`config.mk`:
```
export PLATFORM = sky130hd
export DESIGN_NAME = lattic_pattern
export DESIGN_NICKNAME = d
export VERILOG_FILES = /design/src/rtl/lattic_pkg.sv /design/src/rtl/lattic_ms_tick.sv /design/src/rtl/lattic_pattern.sv
export SDC_FILE = /design/constraint.sdc
export NUM_CORES = 1
export LEC_CHECK = 0
export CAP_MARGIN = 20
export CORE_MARGIN = 2
export CORE_UTILIZATION = 49
export CTS_CLUSTER_DIAMETER = 50
export DETAILED_ROUTE_END_ITERATION = 8
export PLACE_DENSITY = 0.95
export SYNTH_ARGS = -nofsm -noshare
export SYNTH_HDL_FRONTEND = slang
export SYNTH_SLANG_ARGS = --single-unit
export TNS_END_PERCENT = 30
```
`constraint.sdc`:
```
create_clock -name clk -period 3.9 [get_ports clk]
set_clock_uncertainty 0.05 [all_clocks]
set_input_delay 0.39 -clock clk [delete_from_list [all_inputs] [get_ports clk]]
set_output_delay 0.39 -clock clk [all_outputs]
set_load 0.05 [all_outputs]
```
`src/rtl/lattic_pkg.sv`:
```
// Shared types, frame constants and glyph helpers for the lattic_pattern frame source.
package lattic_pkg;

    typedef enum logic [1:0] {
        StIdle  = 2'd0,
        StAlarm = 2'd1,
        StTaken = 2'd2
    } state_e;

    localparam logic [63:0] PILL    = 64'h003c3c3c24183C00;
    localparam logic [63:0] GLYPH_A = 64'h0042427e42241800;
    localparam logic [63:0] GLYPH_B = 64'h1C24241C24241C00;
    localparam logic [63:0] GLYPH_C = 64'h001C220202221C00;

    // sel 3 is never latched; it maps to a blank frame for completeness.
    function automatic logic [63:0] glyph_lookup(input logic [1:0] sel);
        logic [63:0] g;
        case (sel)
            2'd0:    g = GLYPH_A;
            2'd1:    g = GLYPH_B;
            2'd2:    g = GLYPH_C;
            default: g = 64'h0;
        endcase
        return g;
    endfunction

    function automatic logic [63:0] rotate_rows(input logic [63:0] g, input logic [2:0] n);
        logic [63:0] res;
        logic [15:0] dbl;
        res = 64'h0;
        for (int k = 0; k < 8; k++) begin
            dbl = {g[8*k +: 8], g[8*k +: 8]} << n;
            res[8*k +: 8] = dbl[15:8];
        end
        return res;
    endfunction

endpackage

```
`src/rtl/lattic_ms_tick.sv`:
```
// Free-running 1 ms tick generator: one-cycle pulse at the terminal count.
module lattic_ms_tick #(
    parameter int unsigned CLK_PER_MS = 50000
) (
    input  logic clk,
    input  logic rst_n,
    output logic o_tick
);

    localparam int unsigned CW = (CLK_PER_MS > 1) ? $clog2(CLK_PER_MS) : 1;
    localparam logic [CW-1:0] CNT_LAST = CW'(CLK_PER_MS - 1);

    logic [CW-1:0] r_cnt;
    logic          w_tick;

    assign w_tick = (r_cnt == CNT_LAST);
    assign o_tick = w_tick;

    always_ff @(posedge clk or negedge rst_n) begin
        if (!rst_n) begin
            r_cnt <= '0;
        end else if (w_tick) begin
            r_cnt <= '0;
        end else begin
            r_cnt <= r_cnt + 1'b1;
        end
    end

endmodule

```
`src/rtl/lattic_pattern.sv`:
```
// Pill-box frame source: idle icon, blinking alarm glyph, timed green confirmation glyph.
// Optional LATTIC_SCROLL_EN rotates each green row while the confirmation glyph is shown.
module lattic_pattern
    import lattic_pkg::*;
#(
    parameter int unsigned CLK_PER_MS = 50000,
    parameter int unsigned BLINK_MS   = 250,
    parameter int unsigned TAKEN_MS   = 3000,
    parameter int unsigned SCROLL_MS  = 125
) (
    input  logic        clk,
    input  logic        rst_n,
    input  logic        alarm_req,
    input  logic [1:0]  med_sel,
    input  logic        ack,
    output logic [63:0] r_dis,
    output logic [63:0] g_dis,
    output logic        alarm_o,
    output logic [1:0]  state_o
);

    localparam int unsigned BW = (BLINK_MS > 1) ? $clog2(BLINK_MS) : 1;
    localparam int unsigned HW = (TAKEN_MS > 1) ? $clog2(TAKEN_MS) : 1;
    localparam logic [BW-1:0] BLINK_LAST = BW'(BLINK_MS - 1);
    localparam logic [HW-1:0] HOLD_LAST  = HW'(TAKEN_MS - 1);

    state_e        r_state, w_state_d;
    logic [1:0]    r_sel, w_sel_d;
    logic [BW-1:0] r_blink, w_blink_d;
    logic          r_phase, w_phase_d;
    logic [HW-1:0] r_hold, w_hold_d;
    logic [63:0]   r_red, r_green, w_red_d, w_green_d;
    logic          r_alarm, w_alarm_d;
    logic [63:0]   w_taken_glyph;
    logic          w_tick;
    logic          w_req_valid;

    lattic_ms_tick #(
        .CLK_PER_MS (CLK_PER_MS)
    ) u_ms_tick (
        .clk    (clk),
        .rst_n  (rst_n),
        .o_tick (w_tick)
    );

    assign w_req_valid = alarm_req && (med_sel != 2'd3);

    always_comb begin
        w_state_d = r_state;
        w_sel_d   = r_sel;
        w_blink_d = r_blink;
        w_phase_d = r_phase;
        w_hold_d  = r_hold;
        case (r_state)
            StIdle: begin
                if (w_req_valid) begin
                    w_state_d = StAlarm;
                    w_sel_d   = med_sel;
                    w_blink_d = '0;
                    w_phase_d = 1'b1;
                end
            end
            StAlarm: begin
                if (ack) begin
                    w_state_d = StTaken;
                    w_hold_d  = '0;
                end else if (w_tick) begin
                    if (r_blink == BLINK_LAST) begin
                        w_blink_d = '0;
                        w_phase_d = ~r_phase;
                    end else begin
                        w_blink_d = r_blink + 1'b1;
                    end
                end
            end
            StTaken: begin
                // A fresh alarm pre-empts the confirmation hold.
                if (w_req_valid) begin
                    w_state_d = StAlarm;
                    w_sel_d   = med_sel;
                    w_blink_d = '0;
                    w_phase_d = 1'b1;
                end else if (w_tick) begin
                    if (r_hold == HOLD_LAST) begin
                        w_state_d = StIdle;
                    end else begin
                        w_hold_d = r_hold + 1'b1;
                    end
                end
            end
            default: begin
                w_state_d = StIdle;
            end
        endcase
    end

`ifdef LATTIC_SCROLL_EN
    localparam int unsigned SW = (SCROLL_MS > 1) ? $clog2(SCROLL_MS) : 1;
    localparam logic [SW-1:0] SCROLL_LAST = SW'(SCROLL_MS - 1);

    logic [SW-1:0] r_scroll_cnt, w_scroll_cnt_d;
    logic [2:0]    r_offset, w_offset_d;

    always_comb begin
        w_scroll_cnt_d = r_scroll_cnt;
        w_offset_d     = r_offset;
        if ((r_state == StTaken) && (w_state_d == StTaken)) begin
            if (w_tick) begin
                if (r_scroll_cnt == SCROLL_LAST) begin
                    w_scroll_cnt_d = '0;
                    w_offset_d     = r_offset + 3'd1;
                end else begin
                    w_scroll_cnt_d = r_scroll_cnt + 1'b1;
                end
            end
        end else begin
            w_scroll_cnt_d = '0;
            w_offset_d     = 3'd0;
        end
    end

    always_ff @(posedge clk or negedge rst_n) begin
        if (!rst_n) begin
            r_scroll_cnt <= '0;
            r_offset     <= 3'd0;
        end else begin
            r_scroll_cnt <= w_scroll_cnt_d;
            r_offset     <= w_offset_d;
        end
    end

    assign w_taken_glyph = rotate_rows(glyph_lookup(w_sel_d), w_offset_d);
`else
    logic w_unused_scroll;
    assign w_unused_scroll = (SCROLL_MS == 0);
    assign w_taken_glyph   = glyph_lookup(w_sel_d);
`endif

    // Outputs are decoded from next-state so they land on the same edge as the transition.
    always_comb begin
        w_red_d   = 64'h0;
        w_green_d = PILL;
        w_alarm_d = 1'b0;
        case (w_state_d)
            StAlarm: begin
                w_red_d   = w_phase_d ? glyph_lookup(w_sel_d) : 64'h0;
                w_green_d = 64'h0;
                w_alarm_d = 1'b1;
            end
            StTaken: begin
                w_green_d = w_taken_glyph;
            end
            default: begin
                w_red_d   = 64'h0;
                w_green_d = PILL;
            end
        endcase
    end

    always_ff @(posedge clk or negedge rst_n) begin
        if (!rst_n) begin
            r_state <= StIdle;
            r_sel   <= 2'd0;
            r_blink <= '0;
            r_phase <= 1'b0;
            r_hold  <= '0;
            r_red   <= 64'h0;
            r_green <= PILL;
            r_alarm <= 1'b0;
        end else begin
            r_state <= w_state_d;
            r_sel   <= w_sel_d;
            r_blink <= w_blink_d;
            r_phase <= w_phase_d;
            r_hold  <= w_hold_d;
            r_red   <= w_red_d;
            r_green <= w_green_d;
            r_alarm <= w_alarm_d;
        end
    end

    assign r_dis   = r_red;
    assign g_dis   = r_green;
    assign alarm_o = r_alarm;
    assign state_o = r_state;

endmodule

```
### Word-level counts from Yosys, hierarchy flattened

Cells that the tools add are included.

* bits in latches: 0
* memories: 0
* output and inout bits: 131
* register bits: 170
* word-level logic and storage cells: 67
* memory bits (writable): 0
* bits of input ports: 6
* bits in read-only memories: 0

* bitwise logic cells: 1
* order comparisons: 0
* shift-type cells: 0
* add/sub/neg operators: 3
* divide/modulo/power cells: 0
* eq/ne operators: 17
* $mul: 0
* muxes and demuxes: 29
* reductions and logical operators: 8

Operators with widths (number)
* 61-bit case mux with 3 select lines: 1
* 64-bit 2-to-1 mux: 2
* 64-bit case mux with 2 select lines: 1
* 12-bit 2-to-1 mux: 4
* 8-bit 2-to-1 mux: 4
* 12-bit case mux with 2 select lines: 1
* 16-bit by 1-bit adder with 16-bit output, second input constant: 1
* 16-bit equality test, second input constant: 1
* 16-bit 2-to-1 mux: 1
* 8-bit case mux with 2 select lines: 1
* 2-bit 2-to-1 mux: 7
* 12-bit by 1-bit adder with 12-bit output, second input constant: 1
* 12-bit equality test, second input constant: 1
* 2-bit != test, second input constant: 5
* 8-bit by 1-bit adder with 8-bit output, second input constant: 1
* 8-bit equality test, second input constant: 1
* 2-bit by 1-bit equality test with 1-bit output, second input constant: 3
* 2-bit equality test, second input constant: 3
* 2-bit by 1-bit != test with 1-bit output, second input constant: 3
* 2-bit case mux with 3 select lines: 1
* 1-bit 2-to-1 mux: 5
* 5-bit AND reduction: 1
* 2-bit logical NOT: 2
* 4-bit AND reduction: 1
* other kinds (5): 6

### Depth between registers and ports, before layout

Gate-level depths: netlist (run 1).

* word-level depth: 8
* mapped depth: 11
* depth with buffers taken out: 8

### By module

From an unflattened synthesis (run 1), not the netlist that was laid out.

* cells, all modules: 383
* area total of the unflattened synthesis: 3756.1 um^2

Modules (own cells, without submodules)
* lattic_pattern: seq. area each 1159.9 um^2, cells each 316, times used 1, area each 2994.1 um^2
* lattic_ms_tick: seq. area each 400.4 um^2, cells each 67, times used 1, area each 762.0 um^2

### Worst setup path after synthesis (run 1)

OpenSTA, ideal clock, no wires.

* path type: reg2reg
* start point: reg u_ms_tick.r_cnt[0]
* end point: reg r_green[59], in the netlist g_dis[59]
* cell stages (with the launch flop): 12
* path slack: 1.522 ns
* buffers on the path: 3
* data arrival time: 2.262 ns
* library setup time: 0.066 ns
* clock period less this slack: 2.378 ns
* required time: 3.784 ns
* cells stage by stage: dfrtp_1 ha_1 and3_1 buf_4 and4_4 buf_6 and2_1 o21ai_0 ha_1 clkbuf_1 nor2b_1 and2_1

* word-level cells in the longest chain between the ends: 6
* elaborated cells between the ends (all ways): 7
* those cells by class: 3 x eq/ne; 4 x mux

Ends and longest elaborated chain
* start: declaration: line lattic_ms_tick.sv:13 `logic [CW-1:0] r_cnt;`
* start signal: assignment: line lattic_ms_tick.sv:25 `r_cnt <= r_cnt + 1'b1;`
* 16-bit equality test *: line lattic_ms_tick.sv:16 `assign w_tick = (r_cnt == CNT_LAST);`
* 2-bit 2-to-1 mux *: line lattic_pattern.sv:83 `end else if (w_tick) begin`
* 2-bit 2-to-1 mux *: line lattic_pattern.sv:78 `if (w_req_valid) begin`
* 2-bit case mux with 3 select lines *: line lattic_pattern.sv:54 `case (r_state)`
* net w_state_d[1]: line lattic_pattern.sv:27 `state_e r_state, w_state_d;`
* 2-bit equality test or 2-bit by 1-bit equality test with 1-bit output (tied branches): line lattic_pattern.sv:144 `case (w_state_d)`
* 64-bit case mux with 2 select lines *: line lattic_pattern.sv:144
* end signal: assignment: line lattic_pattern.sv:177 `r_green <= w_green_d;`
* end: declaration: line lattic_pattern.sv:32 `logic [63:0] r_red, r_green, w_red_d, w_green_d;`

The timed path passes the listed nets; every way through them passes the cells marked *.
A chain may end at the register's enable or synchronous reset.

### Worst setup path in the final report (run 1)

* start point: reg u_ms_tick.r_cnt[0]
* end point: reg r_green[17], in the netlist g_dis[17]

* word-level cells in the longest chain between the ends: 6
* elaborated cells between the ends (all ways): 7
* those cells by class: 3 x eq/ne; 4 x mux

Ends and longest elaborated chain (line)
* 16-bit equality test *: lattic_ms_tick.sv:16
* 2-bit 2-to-1 mux *: lattic_pattern.sv:83
* 2-bit 2-to-1 mux *: lattic_pattern.sv:78
* 2-bit case mux with 3 select lines *: lattic_pattern.sv:54
* net w_state_d[1]: lattic_pattern.sv:27
* 2-bit equality test or 2-bit by 1-bit equality test with 1-bit output (tied branches): lattic_pattern.sv:144
* 64-bit case mux with 2 select lines *: lattic_pattern.sv:144
* net w_green_d[17]: lattic_pattern.sv:32

Marked as above.

==> run_results.csv, run 1 <==
group,metric,value,unit
cts,cts.sinks,62,
cts,clock-root-buffer,"sky130_fd_sc_hd__clkbuf_8",
cts,cts_htree_levels,3,
synthesis,synthesis_warning_total,0,
synthesis,ys_ff_latch,62,
worst_setup_path,critical_path.endpoint_type,"flop",
sta,slew_at_the_pin_with_the_worst_max_slew_slack,0.793,ns
synthesis,synthesis.area_per_instance,9.99,um^2
cts,cts.reportedPaths.clkPinSlew,0.07,ns
placement,gp_routability_congestion,0.817,
cts,hold_buffers,0,
synthesis,synth.lib_cells_used.distinct,55,
worst_setup_path,critPathMaxFanout,19,
worst_setup_path,critical_path.startpoint_type,"flop",
sta,grt_setup_unrepaired,"false",
layout,final_nets,438,
sta,finalSetupViolations,0,
worst_setup_path,criticalPathCategory,"reg -> reg",
synthesis,async_flop_share,100,%
synthesis,synth_common_cells,"109 x sky130_fd_sc_hd__buf_4, 55 x sky130_fd_sc_hd__dfrtp_1, 23 x sky130_fd_sc_hd__nand2_1",
sta,max_slew_margin,47.1,%
worst_setup_path,cp_data_arrival_time,2.85,ns
run,max_cap_violations,0,
layout,regArea,0.00156,mm^2
drt,postRouteWirelength,7150,um
sta,final-hold-violation-count,0,
worst_hold_path,hold_path.class,"in -> async",
synthesis,synth-seq-area-share,39.9,%
sta,period_minus_slack,2.65,ns
drt,routed_via_density,5.06,
cts,cts_tree,"built",
worst_setup_path,path_delay_family,"simple AND/OR/NAND/NOR gates",
layout,antenna_cells,0,
cts,insertion_delay,0.35,ns
synthesis,ys_dominant_reg_cell,"sky130_fd_sc_hd__dfrtp_1",
floorplanning,die_area,0.00870,mm^2
synthesis,syn_inst,391,
placement,place_hpwl,5190,um
grt,grt_first_pass_wirelength,11400,um
sta,timing.setup.tns,0,ns
drt,via_count,2666,
sta,slew_violations,0,
placement,portBuffers,71,
floorplanning,placeableCoreArea,0.00773,mm^2
power_and_ir_drop,power.leakage,1.93,nW
floorplanning,io-pin-count,137,
cts,post_cts_resized,0,
layout,multi_input_combinational_cell_area,0.00166,mm^2
grt,grt.overflow.total,0,
layout,num-fill-cells,623,
floorplanning,row_count,32,
grt,first_global_vias,2448,
synthesis,synthesis.area,0.00391,mm^2
synthesis,ys_top_cells_by_area,"sky130_fd_sc_hd__dfrtp_1 35%, sky130_fd_sc_hd__buf_4 21%, sky130_fd_sc_hd__dfstp_2 4.7%",
layout,layout-area-overhead-vs-synth,10.4,%
sta,timing.fmax,377,MHz
power_and_ir_drop,ir_drop_worst_case_vdd,434,uV
cts,cts.path.max_buffers,2,
worst_setup_path,cp_num_cells,8,
worst_setup_path,cell_depth_of_the_worst_flop_to_flop_path,8,
grt,antenna_violations_before_repair,0,
outcome,outcome,"finished clean",
floorplanning,die_x_extent,93.3,um
grt,largest_net_degree_at_the_start_of_global_routing,38,
synthesis,edff_count_synth,0,
power_and_ir_drop,p_per_area,607,mW/mm^2
worst_setup_path,timing.critical_path.slowest_cell_delay,0.49,ns
layout,layout-drive-gt1-share,9.65,%
cts,cts_made_buffers,9,
drt,drtIter0Drc,198,
synthesis,netlist.top_cell.by_area,"sky130_fd_sc_hd__dfrtp_1",
cts,postCtsSetupBuffers,0,
drt,drc,0,
power_and_ir_drop,power.total,0.00262,W
synthesis,post-synth-top-count-cell,"sky130_fd_sc_hd__buf_4",
synthesis,synth_largest_type_area_fraction,35.2,%
sta,layout_worst_path_cycle_share,68.0,%
grt,groute.usage.overall,16.8,%
drt,final_antenna_net_count,0,
drt,tritonroute_pass_1_iters,4,
floorplanning,floorplan.initialDensity,50.6,%
worst_setup_path,cp_cell_sequence,"ha_1 -> and3_1 -> and4_4 -> and2_1 -> o21ai_0 -> ha_1 -> nor2b_1 -> and2_1",
layout,final_core_utilization,55.8,%
worst_setup_path,reg2reg_setup_slack,1.25,ns
worst_setup_path,worst_path_max_delay_cell,"sky130_fd_sc_hd__ha_1",
floorplanning,die_height,93.3,um
drt,drt-wirelength-per-cell,13.6,um
worst_setup_path,critPathRequiredTime,4.09,ns
worst_setup_path,timing.critical_path.buf_inv,0,
[where the power goes]
group          switching, W  leakage [nW]  internal (W)
clock network      0.000267        0.0951      0.000315
logic              0.000916          1.02      0.000334
registers         0.0000537         0.809      0.000733
[cell usage in the layout (no fill, tap or decap), types with 3 or more instances in the layout]
cell                              netlist  routed
sky130_fd_sc_hd__a21oi_1                5       5
sky130_fd_sc_hd__nand2b_1              12      12
sky130_fd_sc_hd__xor2_1                 7       7
sky130_fd_sc_hd__xnor2_1                7       7
sky130_fd_sc_hd__dfstp_2                7       7
sky130_fd_sc_hd__o31ai_1                3       3
sky130_fd_sc_hd__a31oi_1               10      10
sky130_fd_sc_hd__and2_1                 7       7
sky130_fd_sc_hd__ha_1                  12      12
sky130_fd_sc_hd__o21ai_0                4       4
sky130_fd_sc_hd__mux2i_1               10      10
sky130_fd_sc_hd__and4_1                 4       4
sky130_fd_sc_hd__nand3_1               13      13
sky130_fd_sc_hd__inv_1                 11      11
sky130_fd_sc_hd__or4_1                  3       3
sky130_fd_sc_hd__clkinvlp_4             0       3
sky130_fd_sc_hd__nor3_1                 7       7
sky130_fd_sc_hd__and3_1                 5       5
sky130_fd_sc_hd__nor2_1                16      16
sky130_fd_sc_hd__nand4_1                8       8
sky130_fd_sc_hd__a21o_1                 4       4
sky130_fd_sc_hd__clkbuf_8               0      10
sky130_fd_sc_hd__nor4_1                 9       9
sky130_fd_sc_hd__clkdlybuf4s50_1        0      70
sky130_fd_sc_hd__dfrtp_1               55      55
sky130_fd_sc_hd__nand2_1               23      23
sky130_fd_sc_hd__conb_1                 1      65
[worst paths after layout]
check | startpoint | to
hold / removal | rst_n | r_hold[3]
setup reg to reg | u_ms_tick.r_cnt[0] | g_dis[17]
min in group clk | u_ms_tick.r_cnt[0] | u_ms_tick.r_cnt[0]
max in group asynchronous | rst_n | u_ms_tick.r_cnt[5]
setup / recovery | u_ms_tick.r_cnt[0] | g_dis[17]
hold reg to reg | u_ms_tick.r_cnt[0] | u_ms_tick.r_cnt[0]
[worst reg2reg max path: stages (launching register included)]
cell and delay (ns):
sky130_fd_sc_hd__dfrtp_1 0.40, sky130_fd_sc_hd__ha_1 0.22, sky130_fd_sc_hd__and3_1 0.35, sky130_fd_sc_hd__and4_4 0.44, sky130_fd_sc_hd__and2_1 0.20, sky130_fd_sc_hd__o21ai_0 0.11, sky130_fd_sc_hd__ha_1 0.49, sky130_fd_sc_hd__nor2b_1 0.11
sky130_fd_sc_hd__and2_1 0.17
[registers in the layout, summed over array words and instances, names as in the netlist]
signal,count
r_dis,7
u_ms_tick.r_cnt,16
g_dis,13
r_phase,1
state_o,2
alarm_o,1
r_blink,8
r_sel,2
r_hold,12
[per-layer routing]
layer | global-route usage, % | share of wire [%] | up-vias
li1 | - | - | 1230
met1 | 19.2 | 40 | 1313
met2 | 27.6 | 52 | 108
met3 | 5.88 | 6.0 | 15
met4 | 9.19 | 2.6 | 0
met5 | 0 | 0 | -
[cell families after synthesis]
logic type / after synthesis / synth area share (%)
buffers and inverters: 130 / 23.8
and+or+nand+nor: 126 / 20.0
DFF: 62 / 39.9
AOI/OAI and AO/OA: 35 / 6.37
xor gates and xnor gates: 14 / 3.14
adders and majority gates: 12 / 3.84
muxes: 11 / 2.85
other: 1 / 0.0960
[metrics by stage]
step | cells | cell area [um^2] | hold WS (ns) | setup WS (ns)
final | 527 | 4310 | 0.0647 | 1.25
after global routing | 527 | 4310 | 0.117 | 1.05
after CTS | 527 | 4310 | 0.0729 | 1.27
after detailed placement | 511 | 4100 | 0.434 | 1.15
after global placement | 511 | 4100 | 0.413 | 1.18
after floorplan | 455 | 4150 | 0.0444 | 1.52
[layout make-up]
type                            instances  share of cell area, %
Inverter                               12                   1.04
Clock buffer                           10                   3.19
Clock inverter                          6                   1.63
Tap cell                              102                   2.96
Multi-Input combinational cell        263                   38.5
Timing Repair Buffer                   72                   16.5
Sequential cell                        62                   36.2
(Power assumes the default switching activity.)
==> run 2, diff against run 1 <==
--- a/config.mk
+++ b/config.mk
@@ -7,10 +7,10 @@
 export LEC_CHECK = 0
 export CAP_MARGIN = 20
 export CORE_MARGIN = 2
-export CORE_UTILIZATION = 49
+export CORE_UTILIZATION = 41
 export CTS_CLUSTER_DIAMETER = 50
 export DETAILED_ROUTE_END_ITERATION = 8
-export PLACE_DENSITY = 0.95
+export PLACE_DENSITY = 0.88
 export SYNTH_ARGS = -nofsm -noshare
 export SYNTH_HDL_FRONTEND = slang
 export SYNTH_SLANG_ARGS = --single-unit
==> constraint.sdc (replaced) <==
create_clock -name clk -period 2.3 [get_ports clk]
set_clock_uncertainty 0.05 [all_clocks]
set_input_delay 0.23 -clock clk [delete_from_list [all_inputs] [get_ports clk]]
set_output_delay 0.23 -clock clk [all_outputs]
set_load 0.05 [all_outputs]
==> run 2 against run 1 <==
- register-to-register slack lost 1.2 ns
- non-clock buffer count grew 17
- die area grew 19%
- via count grew 0.15%
- sequential power grew 69%
- power grew 68%
- worst hold slack gained 0.33 ns
- critical path depth shrank 1
- combinational power grew 72%
==> run_results.csv, run 2 (same netlist as run 1, synthesis figures left out) <==
group,metric,value,unit
outcome,outcome,"finished clean",
floorplanning,row_count,35,
layout,multi_input_combinational_cell_area,0.00169,mm^2
sta,slew_at_the_pin_with_the_worst_max_slew_slack,0.514,ns
layout,layout-drive-gt1-share,13.8,%
cts,clock-root-buffer,"sky130_fd_sc_hd__clkbuf_8",
drt,routed_via_density,4.68,
worst_setup_path,cp_data_arrival_time,2.38,ns
cts,cts_htree_levels,3,
layout,top_register,"u_ms_tick.r_cnt",
run,max_cap_violations,0,
worst_setup_path,crit_path_start,"r_hold[6]",
floorplanning,die_height,102,um
cts,postCtsSetupBuffers,0,
floorplanning,die_area,0.0103,mm^2
layout,num-fill-cells,803,
layout,mostFrequentLayoutCell,"sky130_fd_sc_hd__clkdlybuf4s50_1",
cts,cts.reportedPaths.clkPinSlew,0.07,ns
worst_setup_path,critical_path.endpoint_type,"flop",
worst_setup_path,critPathMaxFanout,3,
floorplanning,placeableCoreArea,0.00924,mm^2
sta,grt_setup_unrepaired,"true",
power_and_ir_drop,power.total,0.00441,W
floorplanning,floorplan.initialDensity,42.3,%
sta,hold_slack,0.391,ns
cts,cts.sinks,62,
layout,finalInstanceArea,0.00450,mm^2
layout,antenna_cells,0,
cts,insertion_delay,0.33,ns
power_and_ir_drop,power.leakage,2.02,nW
placement,portBuffers,71,
power_and_ir_drop,ir_drop_worst_case_vdd,521,uV
sta,final-hold-violation-count,0,
sta,slew_violations,0,
sta,finalSetupViolations,0,
layout,largest_reg_flops,16,
grt,antenna_violations_before_repair,0,
drt,tritonroute_pass_1_iters,4,
worst_setup_path,regToRegStartpoint,"r_hold[6]",
sta,timing.fmax,453,MHz
placement,gp_routability_congestion,0.900,
worst_hold_path,hold_path.class,"in -> async",
drt,drc,0,
cts,cts_tree,"built",
grt,first_global_vias,2384,
sta,period_minus_slack,2.21,ns
grt,grt.overflow.total,0,
grt,grt_first_pass_wirelength,11200,um
cts,cts.path.max_buffers,2,
worst_setup_path,critical_path.startpoint_type,"flop",
layout,final_nets,455,
floorplanning,die_x_extent,102,um
layout,layout_common_cells,"70 x sky130_fd_sc_hd__clkdlybuf4s50_1, 65 x sky130_fd_sc_hd__conb_1, 54 x sky130_fd_sc_hd__dfrtp_1",
cts,cts_made_buffers,9,
placement,placed_cell_area,0.00428,mm^2
grt,largest_net_degree_at_the_start_of_global_routing,63,
sta,max_slew_margin,65.5,%
layout,regArea,0.00156,mm^2
worst_setup_path,criticalPathCategory,"reg -> reg",
drt,final_antenna_net_count,0,
layout,layout-area-overhead-vs-synth,15.2,%
grt,groute.usage.overall,13.7,%
drt,drtIter0Drc,253,
sta,layout_worst_path_cycle_share,95.9,%
floorplanning,io-pin-count,137,
worst_setup_path,critPathRequiredTime,2.47,ns
placement,place_hpwl,5240,um
power_and_ir_drop,p_per_area,980,mW/mm^2
drt,via_count,2670,
drt,postRouteWirelength,7120,um
drt,drt-wirelength-per-cell,12.5,um
-- run 2: worst paths after layout --
path | end | slack (ns) | depth (start not counted)
worst max-delay path | r_dis[21] | 0.09 | 7
worst min-delay path | u_ms_tick.r_cnt[12] | 0.39 | 3
worst max register to register | r_dis[21] | 0.09 | 7
worst min register to register | r_blink[5] | 0.45 | 1
max in group asynchronous | g_dis[36] | 1.51 | 3
min in group clk | r_blink[5] | 0.45 | 1
-- run 2: area by class of cell --
class	instances	area share, %
clock buffers	10	2.84
clock inverters	6	1.39
inverters	12	1.00
multi-input cells	263	37.5
flip-flops and latches	62	34.7
well taps	129	3.59
repair buffers	89	19.0
-- run 2: stage by stage --
stage	setup slack (ns)	std cells	setup TNS, ns	utilization (%)
2_1_floorplan	0.00427	455	0	-
3_3_place_gp	0.0665	554	0	46.3
3_5_place_dp	-0.161	554	-0.345	46.3
4_1_cts	0.0668	571	0	48.4
5_1_grt	-0.0240	571	-0.0386	48.7
6_report	0.0933	571	0	48.7
-- run 2: what timing repair did --
item                       in CTS  in global routing
resized for setup               0                  6
setup endpoints to repair       0                  9
hold buffers                    1                  0
hold endpoints to repair       55                  0
-- run 2: routing by layer --
layer  track usage, %  wire (um)  up-vias
li1                 -          -     1262
met1             17.0       2930     1269
met2             22.1       3560      123
met3             3.86        478       16
met4             6.76        151        0
met5                0          0        -
-- run 2: where the power goes --
group          internal (W)  switching, W
Combinational      0.000600       0.00155
Clock              0.000496      0.000428
Sequential          0.00124     0.0000863
-- run 2: worst max-delay path, cell delays in order (launching register included) --
cell                      delay [ns]
sky130_fd_sc_hd__dfrtp_1        0.38
sky130_fd_sc_hd__or4b_1         0.58
sky130_fd_sc_hd__nor3_4         0.15
sky130_fd_sc_hd__and2_1         0.17
sky130_fd_sc_hd__o21a_1         0.15
sky130_fd_sc_hd__ha_1           0.19
sky130_fd_sc_hd__inv_1          0.11
sky130_fd_sc_hd__nor4_2         0.32
